`config.mk`:
```
export PLATFORM = sky130hd
export DESIGN_NAME = spi_txn_arbiter_flat
export DESIGN_NICKNAME = d
export VERILOG_FILES = /design/src/rtl/spi_txn_arbiter_pkg.sv /design/src/rtl/spi_txn_arbiter_if.sv /design/src/rtl/spi_txn_arbiter_rr_picker.sv /design/src/rtl/spi_txn_arbiter.sv /design/src/flat_wrapper.sv
export SDC_FILE = /design/constraint.sdc
export NUM_CORES = 1
export LEC_CHECK = 0
export ABC_AREA = 1
export ABC_CLOCK_PERIOD_IN_PS = 1600
export CORE_UTILIZATION = 43
export DETAILED_ROUTE_END_ITERATION = 8
export GPL_ROUTABILITY_DRIVEN = 0
export PLACE_DENSITY = 0.77
export RECOVER_POWER = 50
export SYNTH_ARGS = -nofsm -noshare
export SYNTH_HDL_FRONTEND = slang
export SYNTH_SLANG_ARGS = --single-unit
```
`constraint.sdc`:
```
create_clock -name clk -period 1.6 [get_ports clk]
set_input_delay 0.16 -clock clk [delete_from_list [all_inputs] [get_ports clk]]
set_output_delay 0.16 -clock clk [all_outputs]
set_load 0.03 [all_outputs]
```
`src/rtl/spi_txn_arbiter_pkg.sv`:
```
// Shared types and constants for the SPI transaction arbiter.
package spi_arb_pkg;

    // Arbiter control states
    typedef enum logic [1:0] {
        IDLE   = 2'd0,
        LAUNCH = 2'd1,
        XFER   = 2'd2,
        GAP    = 2'd3
    } arb_state_e;

    // Default parameter values
    localparam int GAP_CYCLES_DEF     = 2;
    localparam int TIMEOUT_CYCLES_DEF = 256;

    // Ceiling log2; returns at least 1 so it can size any counter or index
    function automatic int clog2(input int value);
        int r;
        int v;
        r = 0;
        v = value - 1;
        while (v > 0) begin
            r = r + 1;
            v = v >> 1;
        end
        if (r < 1) r = 1;
        return r;
    endfunction

endpackage

```
`src/rtl/spi_txn_arbiter_if.sv`:
```
// Client-side and master-side bus of the SPI transaction arbiter.
// The slave modport is the arbiter's view; master is the view of whoever drives it.
interface spi_txn_arbiter_if #(
    parameter int N_REQ  = 4,
    parameter int DATA_W = 8
);
    logic [N_REQ-1:0]        req;
    logic [N_REQ*DATA_W-1:0] req_data;
    logic [N_REQ-1:0]        grant;
    logic [N_REQ-1:0]        ack;
    logic                    ack_err;
    logic [DATA_W-1:0]       m_tx_data;
    logic                    m_tx_start;
    logic                    m_done;
    logic                    busy;

    modport slave (
        input  req, req_data, m_done,
        output grant, ack, ack_err, m_tx_data, m_tx_start, busy
    );

    modport master (
        output req, req_data, m_done,
        input  grant, ack, ack_err, m_tx_data, m_tx_start, busy
    );
endinterface

```
`src/rtl/spi_txn_arbiter_rr_picker.sv`:
```
// Combinational round-robin selector: first active request after rr_last_i.
module rr_picker
    import spi_arb_pkg::*;
#(
    parameter int N_REQ = 4,
    parameter int IDX_W = 2
) (
    input  logic [N_REQ-1:0] req_i,
    input  logic [IDX_W-1:0] rr_last_i,
    output logic             valid_o,
    output logic [IDX_W-1:0] idx_o
);
    logic [IDX_W-1:0] cand;

    // Scan from the farthest candidate to the nearest so the nearest hit wins
    always_comb begin
        valid_o = |req_i;
        idx_o   = '0;
        cand    = '0;
        for (int k = N_REQ; k >= 1; k--) begin
            cand = IDX_W'((int'(rr_last_i) + k) % N_REQ);
            if (req_i[cand]) idx_o = cand;
        end
    end
endmodule

```
`src/rtl/spi_txn_arbiter.sv`:
```
// Round-robin arbiter sharing one SPI master between N_REQ byte requesters.
module spi_txn_arbiter
    import spi_arb_pkg::*;
#(
    parameter int N_REQ          = 4,
    parameter int DATA_W         = 8,
    parameter int GAP_CYCLES     = GAP_CYCLES_DEF,
    parameter int TIMEOUT_CYCLES = TIMEOUT_CYCLES_DEF
) (
    input  logic               clk,
    input  logic               rst,
    spi_txn_arbiter_if.slave   bus
);
    localparam int IDX_W   = clog2(N_REQ);
    localparam int CNT_MAX = (TIMEOUT_CYCLES > GAP_CYCLES) ? TIMEOUT_CYCLES : GAP_CYCLES;
    localparam int CNT_W   = clog2(CNT_MAX + 1);
    // Abort is taken on the edge where the XFER counter would reach
    // TIMEOUT_CYCLES-1, which puts the abort ack TIMEOUT_CYCLES after LAUNCH.
    localparam logic [CNT_W-1:0] TO_FIRE  = CNT_W'(TIMEOUT_CYCLES - 2);
    localparam logic [CNT_W-1:0] GAP_LAST = CNT_W'((GAP_CYCLES > 0) ? GAP_CYCLES - 1 : 0);

    arb_state_e        state_q, state_d;
    logic [IDX_W-1:0]  owner_q, owner_d;
    logic [IDX_W-1:0]  rr_last_q, rr_last_d;
    logic [DATA_W-1:0] data_q, data_d;
    logic [CNT_W-1:0]  cnt_q, cnt_d;
    logic [N_REQ-1:0]  ack_q, ack_d;
    logic              ack_err_q, ack_err_d;

    logic              pick_vld;
    logic [IDX_W-1:0]  pick_idx;
    logic [N_REQ-1:0]  owner_oh;

    assign owner_oh = {{(N_REQ-1){1'b0}}, 1'b1} << owner_q;

    rr_picker #(
        .N_REQ (N_REQ),
        .IDX_W (IDX_W)
    ) u_picker (
        .req_i     (bus.req),
        .rr_last_i (rr_last_q),
        .valid_o   (pick_vld),
        .idx_o     (pick_idx)
    );

    // State, ownership, latched byte, counter and registered ack
    always_ff @(posedge clk or posedge rst) begin
        if (rst) begin
            state_q   <= IDLE;
            owner_q   <= '0;
            rr_last_q <= IDX_W'(N_REQ - 1);
            data_q    <= '0;
            cnt_q     <= '0;
            ack_q     <= '0;
            ack_err_q <= 1'b0;
        end else begin
            state_q   <= state_d;
            owner_q   <= owner_d;
            rr_last_q <= rr_last_d;
            data_q    <= data_d;
            cnt_q     <= cnt_d;
            ack_q     <= ack_d;
            ack_err_q <= ack_err_d;
        end
    end

    // Next-state: arbitration in IDLE, timeout/completion in XFER, idle gap in GAP
    always_comb begin
        state_d   = state_q;
        owner_d   = owner_q;
        rr_last_d = rr_last_q;
        data_d    = data_q;
        cnt_d     = cnt_q;
        ack_d     = '0;
        ack_err_d = 1'b0;
        case (state_q)
            IDLE: begin
                if (pick_vld) begin
                    owner_d   = pick_idx;
                    rr_last_d = pick_idx;
                    data_d    = bus.req_data[int'(pick_idx)*DATA_W +: DATA_W];
                    state_d   = LAUNCH;
                end
            end
            LAUNCH: begin
                cnt_d   = '0;
                state_d = XFER;
            end
            XFER: begin
                // Completion takes priority over a simultaneous timeout
                if (bus.m_done) begin
                    ack_d   = owner_oh;
                    cnt_d   = '0;
                    state_d = (GAP_CYCLES == 0) ? IDLE : GAP;
                end else if (cnt_q == TO_FIRE) begin
                    ack_d     = owner_oh;
                    ack_err_d = 1'b1;
                    cnt_d     = '0;
                    state_d   = (GAP_CYCLES == 0) ? IDLE : GAP;
                end else begin
                    cnt_d = cnt_q + 1'b1;
                end
            end
            GAP: begin
                if (cnt_q == GAP_LAST) begin
                    cnt_d   = '0;
                    state_d = IDLE;
                end else begin
                    cnt_d = cnt_q + 1'b1;
                end
            end
            default: state_d = IDLE;
        endcase
    end

    // Outputs decoded from state and registers
    always_comb begin
        bus.grant      = (state_q != IDLE) ? owner_oh : '0;
        bus.m_tx_start = (state_q == LAUNCH);
        bus.busy       = (state_q != IDLE);
        bus.ack        = ack_q;
        bus.ack_err    = ack_err_q;
        bus.m_tx_data  = data_q;
    end
endmodule
```
`src/flat_wrapper.sv`:
```
// flat-port wrapper written by rule: the top's interface ports become plain ports
module spi_txn_arbiter_flat import spi_arb_pkg::*;
#(
    parameter int N_REQ          = 4,
    parameter int DATA_W         = 8,
    parameter int GAP_CYCLES     = GAP_CYCLES_DEF,
    parameter int TIMEOUT_CYCLES = TIMEOUT_CYCLES_DEF
)
  (clk, rst, bus_req, bus_req_data, bus_m_done, bus_grant, bus_ack, bus_ack_err, bus_m_tx_data, bus_m_tx_start, bus_busy);
  spi_txn_arbiter_if #(.N_REQ(N_REQ), .DATA_W(DATA_W)) bus_i ();
  input  logic clk;
  input  logic rst;
  input wire logic [$bits(bus_i.req)-1:0] bus_req;
  input wire logic [$bits(bus_i.req_data)-1:0] bus_req_data;
  input wire logic [$bits(bus_i.m_done)-1:0] bus_m_done;
  output wire logic [$bits(bus_i.grant)-1:0] bus_grant;
  output wire logic [$bits(bus_i.ack)-1:0] bus_ack;
  output wire logic [$bits(bus_i.ack_err)-1:0] bus_ack_err;
  output wire logic [$bits(bus_i.m_tx_data)-1:0] bus_m_tx_data;
  output wire logic [$bits(bus_i.m_tx_start)-1:0] bus_m_tx_start;
  output wire logic [$bits(bus_i.busy)-1:0] bus_busy;
  assign bus_i.req = bus_req;
  assign bus_i.req_data = bus_req_data;
  assign bus_i.m_done = bus_m_done;
  assign bus_grant = bus_i.grant;
  assign bus_ack = bus_i.ack;
  assign bus_ack_err = bus_i.ack_err;
  assign bus_m_tx_data = bus_i.m_tx_data;
  assign bus_m_tx_start = bus_i.m_tx_start;
  assign bus_busy = bus_i.busy;
  spi_txn_arbiter #(.N_REQ(N_REQ), .DATA_W(DATA_W), .GAP_CYCLES(GAP_CYCLES), .TIMEOUT_CYCLES(TIMEOUT_CYCLES)) u_core (.clk(clk), .rst(rst), .bus(bus_i));
endmodule
```
# Yosys cells after proc, flatten, opt, wreduce, memory -nomap -nowiden

Index checks and enable logic that the tools add are counted.

Register bits after elaboration: 28
Input bits: 39
Output and inout bits: 19
Word-level logic and storage cells: 60

Add/subtract/negate cells: 5
$lt $le $gt $ge: 4
Equal/unequal tests: 8
Shift operators: 2
Mux-type cells: 28
Reduce and logical (&&, ||, !) cells: 6

Operators by type and width:

| operator              | count |
|---|---|
| $shiftx A32 B6 Y8     | 1 |
| $mux W9               | 3 |
| $pmux W9 S3           | 1 |
| $mux W2               | 8 |
| $mux W4               | 4 |
| $lt A2 B3 Y1 const B  | 4 |
| $add A9 B1 Y9 const B | 1 |
| $eq A9 B1 Y1 const B  | 1 |
| $eq A9 B8 Y1 const B  | 1 |
| $bmux W1 S2           | 4 |
| $pmux W2 S4           | 1 |
| $mux W1               | 7 |
| $add A2 B1 Y2 const B | 2 |
| $add A2 B2 Y2 const B | 2 |
| $eq A2 B2 Y1 const B  | 2 |
| $ne A2 B1 Y1 const B  | 2 |
| $reduce_or A4 Y1      | 1 |
| $shl A1 B2 Y4 const A | 1 |
| $ne A3 B2 Y1 const B  | 1 |
| $reduce_and A3 Y1     | 1 |
| $reduce_bool A3 Y1    | 1 |
| $eq A2 B1 Y1 const B  | 1 |
| $logic_not A2 Y1      | 1 |
| $reduce_and A2 Y1     | 1 |
| $reduce_bool A2 Y1    | 1 |

# Logic depth before layout (Yosys ltp)

Gate-level depths: netlist of run 1.

Word-level depth: 8
Depth in mapped cells: 16
Mapped depth without buffers: 14

# Modules after synthesis

From an unflattened synthesis of run 1, not the netlist that was laid out.

Cells, all modules: 284
Area, all modules: 1943.1 um^2

Modules (own cells, without submodules):

| module          | instances | cells each | area an instance (um^2) | sequential area each (um^2) |
|---|---|---|---|---|
| spi_txn_arbiter | 1         | 233        | 1676.6                  | 703.2 |
| rr_picker       | 1         | 51         | 266.5                   | 0.0 |

# Worst setup path after synthesis of run 1

OpenSTA, ideal clock, no wires.

Path type: register to register
Start: reg u_core.state_q[0]
End: reg u_core.cnt_q[5]
Arrival: 1758 ps
Data required time: 1469 ps
Setup slack: -288 ps
Cell stages (with the launch flop): 9
Clock period less this slack: 1888 ps
Cells stage by stage: dfrtp_1 inv_1 ha_1 clkbuf_1 inv_1 clkbuf_1 nand2_1 o21ai_0 a2bb2oi_1

Longest elaborated chain between the ends: 2
Elaborated cells between the ends (all ways): 5
Classes of those cells: eq/ne: 3; mux: 1; reduce/logical: 1

Ends and longest elaborated chain:

| what                                                     | RTL line              | source |
|---|---|---|
| from (decl)                                              | spi_txn_arbiter.sv:22 | `arb_state_e state_q, state_d;` |
| from (signal assigned)                                   | spi_txn_arbiter.sv:57 | `state_q <= state_d;` |
| $eq A2 B2 Y1 / $eq A2 B1 Y1 (equally long branches)      | spi_txn_arbiter.sv:76 | `case (state_q)` |
| $pmux W9 S3 / $reduce_bool A3 Y1 (equally long branches) | --                    |  |
| to (signal assigned)                                     | spi_txn_arbiter.sv:61 | `cnt_q <= cnt_d;` |
| to (decl)                                                | spi_txn_arbiter.sv:26 | `logic [CNT_W-1:0] cnt_q, cnt_d;` |

Several ways; a longest one is shown, not always the timed one.
A chain may end at the register's enable or synchronous reset.

# Worst setup path in the final report of run 1

Start: reg u_core.rr_last_q[0]
End: reg u_core.data_q[6] (netlist: u_core.bus.m_tx_data[6])

Longest elaborated chain between the ends: 8
Elaborated cells between the ends (all ways): 17
Classes of those cells: add/sub: 4; shift: 1; mux: 12

Ends and longest elaborated chain:

| what                          | RTL line                        | source |
|---|---|---|
| from (decl)                   | spi_txn_arbiter.sv:24           | `logic [IDX_W-1:0] rr_last_q, rr_last_d;` |
| from (signal assigned)        | spi_txn_arbiter.sv:51           | `rr_last_q <= IDX_W'(N_REQ - 1);` |
| from (signal assigned)        | spi_txn_arbiter.sv:59           | `rr_last_q <= rr_last_d;` |
| $add A2 B1 Y2                 | spi_txn_arbiter_rr_picker.sv:21 | `cand = IDX_W'((int'(rr_last_i) + k) % N_REQ);` |
| $bmux W1 S2                   | spi_txn_arbiter_rr_picker.sv:22 | `if (req_i[cand]) idx_o = cand;` |
| $mux W1 (implied by the code) | spi_txn_arbiter_rr_picker.sv:22 |  |
| $mux W2 (3 in series)         | spi_txn_arbiter_rr_picker.sv:22 |  |
| $mux W2 (*)                   | spi_txn_arbiter_rr_picker.sv:22 |  |
| $shiftx A32 B6 Y8 (*)         | spi_txn_arbiter.sv:81           | `data_d = bus.req_data[int'(pick_idx)*DATA_W +: DATA_W];` |
| to (signal assigned)          | spi_txn_arbiter.sv:60           | `data_q <= data_d;` |
| to (decl)                     | spi_txn_arbiter.sv:25           | `logic [DATA_W-1:0] data_q, data_d;` |

Every way passes the cells marked *; elsewhere a longest branch is shown, timed or not. The select of a mux whose other input is x is not followed.

==> impl_metrics.env, run 1 <==
export IMPL_internal_power_uw=1890
export IMPL_slew_violations=0
export IMPL_synth_seq_cells=28
export IMPL_clockPowerShare=0.133
export IMPL_fin_crit_sh=1.19
export IMPL_pin_count=58
export IMPL_rows=24
export IMPL_yosys_top_cells_area="dfrtp_1, nand2_1, inv_1"
export IMPL_syn_area_per_cell_um2=6.84
export IMPL_period_needed_ns=1.90
export IMPL_avgViaCountPerCell=5.10
export IMPL_power_density_mw_per_mm2=1030
export IMPL_p_leak_uw=0.00163
export IMPL_dpl_cell_count=402
export IMPL_pwr_share_comb=0.605
export IMPL_setup_viol=12
export IMPL_start_kind="flop"
export IMPL_start_util=0.449
export IMPL_failed_checks="negative setup slack"
export IMPL_rsz0062_at_grt="yes"
export IMPL_postRouteAntennaNets=0
export IMPL_end_kind="flop"
export IMPL_ff2ff_setup_slack_ns=-0.30
export IMPL_clk_pin_slew_worst_paths_ns=0.09
export IMPL_area_growth_pct=62.5
export IMPL_die_h_um=69.4
export IMPL_p_sw_frac=0.422
export IMPL_dp_hpwl_um=3580
export IMPL_first_iter_violations=96
export IMPL_clk_latency_ns=0.28
export IMPL_vdd_drop_max_mv=0.911
export IMPL_diodes=0
export IMPL_drt_total_wl_um=5990
export IMPL_place_area_mm2=0.00267
export IMPL_dieArea_mm2=0.00482
export IMPL_die_w_um=69.4
export IMPL_reg2reg_to="u_core.bus.m_tx_data[6]$_DFFE_PP0P_"
export IMPL_firstDrtPassIters=6
export IMPL_fmax_mhz=525
export IMPL_cts_htree_levels=1
export IMPL_route_vias_total=2163
export IMPL_drc=0
export IMPL_root_buffer="clkbuf_8"
export IMPL_rr_startpoint="u_core.rr_last_q[0]$_DFFE_PP1P_"
export IMPL_status="complete, but fails checks"
export IMPL_grt_total_usage=0.217
export IMPL_min_path_type="input port to asynchronous set/reset pin"
export IMPL_hold_viol_final=0
export IMPL_synth_area_leader_cell="dfrtp_1"
export IMPL_final_nets=419
export IMPL_cp_required_ns=1.77
export IMPL_cts_tree="yes"
export IMPL_p_seq_frac=0.262
export IMPL_max_cap_violations=0
export IMPL_avgRoutedWirePerCell_um=14.1
export IMPL_crit_start="u_core.rr_last_q[0]$_DFFE_PP1P_"
export IMPL_io_buffers=57
export IMPL_setup_ws_ns=-0.305
export IMPL_reg2reg_depth=13
export IMPL_numCtsBuffers=3
export IMPL_ys_types=29
export IMPL_synth_cells=286
export IMPL_grt_max_degree=29
export IMPL_path_max_fanout=8
export IMPL_antenna_found_initial=0
export IMPL_gr_total_overflow=0
export IMPL_finalInstanceArea_mm2=0.00318
export IMPL_cp_arrival_ns=2.07
export IMPL_power_switching_uw=1380
export IMPL_final_core_util=0.730
export IMPL_grt_first_pass_wirelength_um=8380
export IMPL_worstSetupPathType="flop to flop"
export IMPL_finalNonFillerCells=424
export IMPL_synth_seq_area_share=0.360
export IMPL_place_ws_ns=-0.279
export IMPL_yosysWarnings=0
export IMPL_relSlewSlack=0.553
export IMPL_worstMarginPinSlew_ns=0.671
export IMPL_drive_gt1_frac=0.272
export IMPL_cts_sinks=28
export IMPL_skew_ns=0.00747
export IMPL_synth_nets=332
export IMPL_endpoint="u_core.bus.m_tx_data[6]$_DFFE_PP0P_"
export IMPL_clk_path_buf_depth=2
export IMPL_placeableCoreArea_mm2=0.00435
export IMPL_setup_tns_final_ns=-2.82
export IMPL_yosysTopAreaCellShare=0.333
export IMPL_synth_cell_area_mm2=0.00196
export IMPL_grt_pass1_vias=1904
## worst min path at each step
| stage | to | slack [ns] | depth (start not counted) |
|---|---|---|---|
| 6_report | u_core.cnt_q[2]$_DFFE_PP0N_ | 0.50 | 3 |
| 5_1_grt | u_core.bus.ack_err$_DFF_PP0_ | 0.51 | 2 |
| 4_1_cts | u_core.cnt_q[5]$_DFFE_PP0N_ | 0.26 | 3 |
| 3_5_place_dp | u_core.bus.m_tx_data[7]$_DFFE_PP0P_ | 0.47 | 2 |
| 3_3_place_gp | u_core.bus.m_tx_data[2]$_DFFE_PP0P_ | 0.46 | 2 |
| 2_1_floorplan | u_core.bus.ack[0]$_DFF_PP0_ | 0.22 | 1 |
## through the flow
step | hold WS [ns] | power [uW]
finish | 0.496 | 3260
global route | 0.513 | 3450
CTS | 0.255 | 2850
detailed placement | 0.468 | 2270
global placement | 0.463 | 2250
floorplan | 0.224 | 1810
## critical path, stage by stage, from the launching register on
cell and delay [ns]:
dfstp_2 0.57, buf_6 0.15, nand2_2 0.07, nand2_4 0.08, nand2_2 0.06, nand2_2 0.09
nand2_4 0.07, nand3_4 0.16, buf_12 0.17, nand3_2 0.08, nand3_1 0.11, nand2_1 0.06
nand2_1 0.07, nand2_1 0.07
## cells in the mapped netlist (all sizes together)
| library cell | count |
|---|---|
| inv | 63 |
| o21ai | 14 |
| o22ai | 5 |
| buf | 5 |
| nand2 | 89 |
| dfrtp | 26 |
| dfstp | 2 |
| nor3 | 3 |
| clkbuf | 2 |
| nor4 | 1 |
| nand4 | 2 |
| a2bb2oi | 1 |
| a31oi | 1 |
| xor2 | 3 |
| o211ai | 1 |
| ha | 7 |
| nor2 | 15 |
| nand3 | 41 |
| a21oi | 5 |
## power groups by stage
stage	sequential [uW]	clock, uW	combinational (uW)
final	855	434	1980
after global routing	861	477	2120
after CTS	867	444	1540
after detailed placement	873	0	1400
after global placement	877	0	1370
after floorplan	958	0	850
## final cells by class
cell class | instances | area, um^2
well taps | 52 | 65.1
multi-input cells | 190 | 1220
fillers | 319 | 1180
clock buffers | 4 | 55.1
repair buffers | 87 | 886
inverters | 63 | 246
flip-flops and latches | 28 | 703
## cell families after synthesis
family | synth area share
AOI/OAI and AO/OA | 0.0838
and+or+nand+nor | 0.349
buffers and inverters | 0.149
adders and majority gates | 0.0448
DFF | 0.360
xor gates and xnor gates | 0.0134
## cells in the final DEF (no fill, tap or decap), types with 11 or more instances in the layout
cell / count
dfrtp_1: 26
nand2_1: 63
clkdlybuf4s50_1: 49
nand3_2: 13
inv_1: 56
o21ai_0: 11
nand2_2: 15
nand2_4: 11
nor2_1: 13
nand3_1: 26
buf_4: 22
## flip-flops by register name, summed over array words and instances, names as in the netlist
register,cells
u_core.bus.ack,4
u_core.bus.ack_err,1
u_core.bus.m_tx_data,8
u_core.cnt_q,9
u_core.owner_q,2
u_core.rr_last_q,2
u_core.state_q,2
## timing repair
item	4_1_cts	5_1_grt
setup endpoints to repair	23	24
gates cloned	1	4
pin swaps	4	35
buffers inserted	6	7
resized for setup	17	49
hold buffers	0	0
## layer usage
layer  vias to the layer above  wire [um]  global-route usage
li1                       1058          -                   -
met1                      1012       2410               0.258
met2                        75       3130               0.398
met3                        18        268              0.0465
met4                         0        184              0.0454
met5                         -          0                   0
Power figures use the tool's default switching activity.
==> inputs of run 2 (changes only) <==
SLEW_MARGIN = 0   (was unset)
==> results of run 2 <==
Same layout as run 1: the final DEF is identical, and so are final timing and power.
==> inputs of run 3 (changes only) <==
SETUP_SLACK_MARGIN = 0.5   (was unset)
==> run 3 against run 2 <==
Net effect:
- the run still ends with negative setup slack left
- sequential share of layout area decreased by 1.7 points
- sequential cell count is the same
- non-clock buffer count rose by 21
- via count grew 2.5%
- clock skew is 0.0027 ns higher
- sequential power shrank 0.8%
- setup slack better by 0.074 ns
- count of clock-buffer cells in the layout decreased by 1
- first-iteration DRC count grew 27%
- critical path type unchanged
==> impl_metrics.env, run 3 (synthesis results as in run 1) <==
export IMPL_status="complete, but fails checks"
export IMPL_failed_checks="negative setup slack"
export IMPL_pin_count=58
export IMPL_first_iter_violations=122
export IMPL_drc=0
export IMPL_end_kind="flop"
export IMPL_crit_buf_inv=5
export IMPL_regArea_um2=703
export IMPL_avgRoutedWirePerCell_um=14.0
export IMPL_layout_commonest_cell="nand2_1"
export IMPL_nFillCells=313
export IMPL_max_cap_violations=0
export IMPL_place_area_mm2=0.00281
export IMPL_min_path_type="input port to asynchronous set/reset pin"
export IMPL_cts_htree_levels=1
export IMPL_worstMarginPinSlew_ns=0.693
export IMPL_finalInstanceArea_mm2=0.00345
export IMPL_start_util=0.449
export IMPL_place_ws_ns=-0.259
export IMPL_cp_arrival_ns=2.06
export IMPL_crit_chain="buf_12 -> nand2_1 -> nand2_2 -> nand2_2 -> buf_4 -> buf_6 -> a21oi_4 -> buf_6 -> buf_6 -> nand3_1 -> nand2_1 -> nand2_1 -> nand2_1"
export IMPL_dp_hpwl_um=3530
export IMPL_multi_input_area_mm2=0.00134
export IMPL_skew_ns=0.0101
export IMPL_relSlewSlack=0.538
export IMPL_clk_latency_ns=0.28
export IMPL_postRouteAntennaNets=0
export IMPL_period_needed_ns=1.83
export IMPL_clk_pin_slew_worst_paths_ns=0.10
export IMPL_power_density_mw_per_mm2=936
export IMPL_worstSetupPathType="flop to flop"
export IMPL_cts_tree="yes"
export IMPL_largest_reg_flops=9
export IMPL_die_h_um=69.4
export IMPL_route_vias_total=2218
export IMPL_setup_ws_ns=-0.231
export IMPL_cp_required_ns=1.82
export IMPL_drive_gt1_frac=0.412
export IMPL_slew_violations=0
export IMPL_final_nets=438
export IMPL_vdd_drop_max_mv=0.581
export IMPL_crit_start="u_core.rr_last_q[0]$_DFFE_PP1P_"
export IMPL_grt_pass1_vias=2154
export IMPL_hold_viol_final=0
export IMPL_placeableCoreArea_mm2=0.00435
export IMPL_mostFrequentLayoutCells="nand2_1, inv_1, clkdlybuf4s50_1"
export IMPL_crit_path_max_incr_delay_ns=0.55
export IMPL_clk_path_buf_depth=2
export IMPL_rsz0062_at_grt="yes"
export IMPL_firstDrtPassIters=4
export IMPL_root_buffer="clkbuf_8"
export IMPL_diodes=0
export IMPL_cp_top_family="buffers and inverters"
export IMPL_rr_startpoint="u_core.rr_last_q[0]$_DFFE_PP1P_"
export IMPL_cp_slowest_cell="dfstp_2"
export IMPL_gr_total_overflow=0
export IMPL_drt_total_wl_um=6200
export IMPL_rows=24
export IMPL_crit_top_cell="nand2_1"
export IMPL_setup_viol=19
export IMPL_grt_total_usage=0.236
export IMPL_p_leak_uw=0.00171
export IMPL_antenna_found_initial=0
export IMPL_regMostFlops="u_core.cnt_q"
export IMPL_avgViaCountPerCell=5.01
export IMPL_area_growth_pct=76.5
export IMPL_dieArea_mm2=0.00482
export IMPL_start_kind="flop"
export IMPL_grt_first_pass_wirelength_um=9290
export IMPL_fin_crit_sh=1.14
export IMPL_cts_sinks=28
export IMPL_path_max_fanout=7
export IMPL_numCtsBuffers=3
export IMPL_fmax_mhz=546
export IMPL_grt_max_degree=29
export IMPL_io_buffers=57
export IMPL_die_w_um=69.4
-- run 3: changes by cell type in the layout (fill, tap and decap cells not counted), sizes merged --
cell           change
buf               +32
dlygate4sd3        -1
clkdlybuf4s15      +2
dlygate4sd2        -1
bufinv             +1
clkdlybuf4s50     -12
nand2              -2
-- run 3: worst paths after layout --
check	end	slack (ns)	depth (start not counted)
setup / recovery	u_core.bus.m_tx_data[5]$_DFFE_PP0P_	-0.23	13
setup reg to reg	u_core.bus.m_tx_data[5]$_DFFE_PP0P_	-0.23	13
min in group clk	u_core.bus.m_tx_data[7]$_DFFE_PP0P_	0.49	2
hold reg to reg	u_core.bus.m_tx_data[7]$_DFFE_PP0P_	0.49	2
hold / removal	u_core.cnt_q[5]$_DFFE_PP0N_	0.49	3
max in group asynchronous	u_core.bus.ack_err$_DFF_PP0_	0.65	3
-- run 3: tightest hold or removal path, cell delays in order --
cell,delay [ns]
dlygate4sd3_1,0.53
inv_1,0.05
clkbuf_2,0.54
-- run 3: what timing repair did --
item / CTS / global route
pin swaps: 15 / 13
resized for setup: 132 / 34
cloned: 2 / 0
setup buffers: 19 / 10
endpoints found under the setup margin: 47 / 37
hold buffers: 0 / 0
-- run 3: area by class of cell --
cell class | count | share of cell area
Multi-Input combinational cell | 188 | 0.389
Inverter | 63 | 0.0729
Timing Repair Buffer | 108 | 0.295
Clock buffer | 3 | 0.0120
Clock inverter | 1 | 0.00870
Sequential cell | 28 | 0.204
Tap cell | 52 | 0.0189
-- run 3: stage by stage --
step | utilization | power (uW) | cells | hold slack, ns | setup TNS, ns
4_1_cts | 0.754 | 3120 | 433 | 0.244 | -1.45
5_1_grt | 0.793 | 3430 | 443 | 0.525 | -3.51
3_3_place_gp | 0.645 | 2280 | 408 | 0.468 | -1.54
2_1_floorplan | - | 1850 | 286 | 0.224 | -0.780
6_report | 0.793 | 3230 | 443 | 0.491 | -2.19
3_5_place_dp | 0.645 | 2300 | 408 | 0.474 | -2.17
-- run 3: power breakdown --
group / internal [uW] / switching (uW) / leakage, uW / total, uW
logic: 826 / 1000 / 0.00132 / 1830
clock network: 335 / 220 / 0.0000357 / 555
registers: 793 / 55.2 / 0.000360 / 848
total: 1950 / 1280 / 0.00171 / 3230
-- run 3: routing by layer --
metal | global-route usage | part of all wire | up-vias
li1 | - | - | 1101
met1 | 0.285 | 0.39 | 1021
met2 | 0.426 | 0.54 | 74
met3 | 0.0247 | 0.032 | 22
met4 | 0.0930 | 0.037 | 0
met5 | 0 | 0 | -
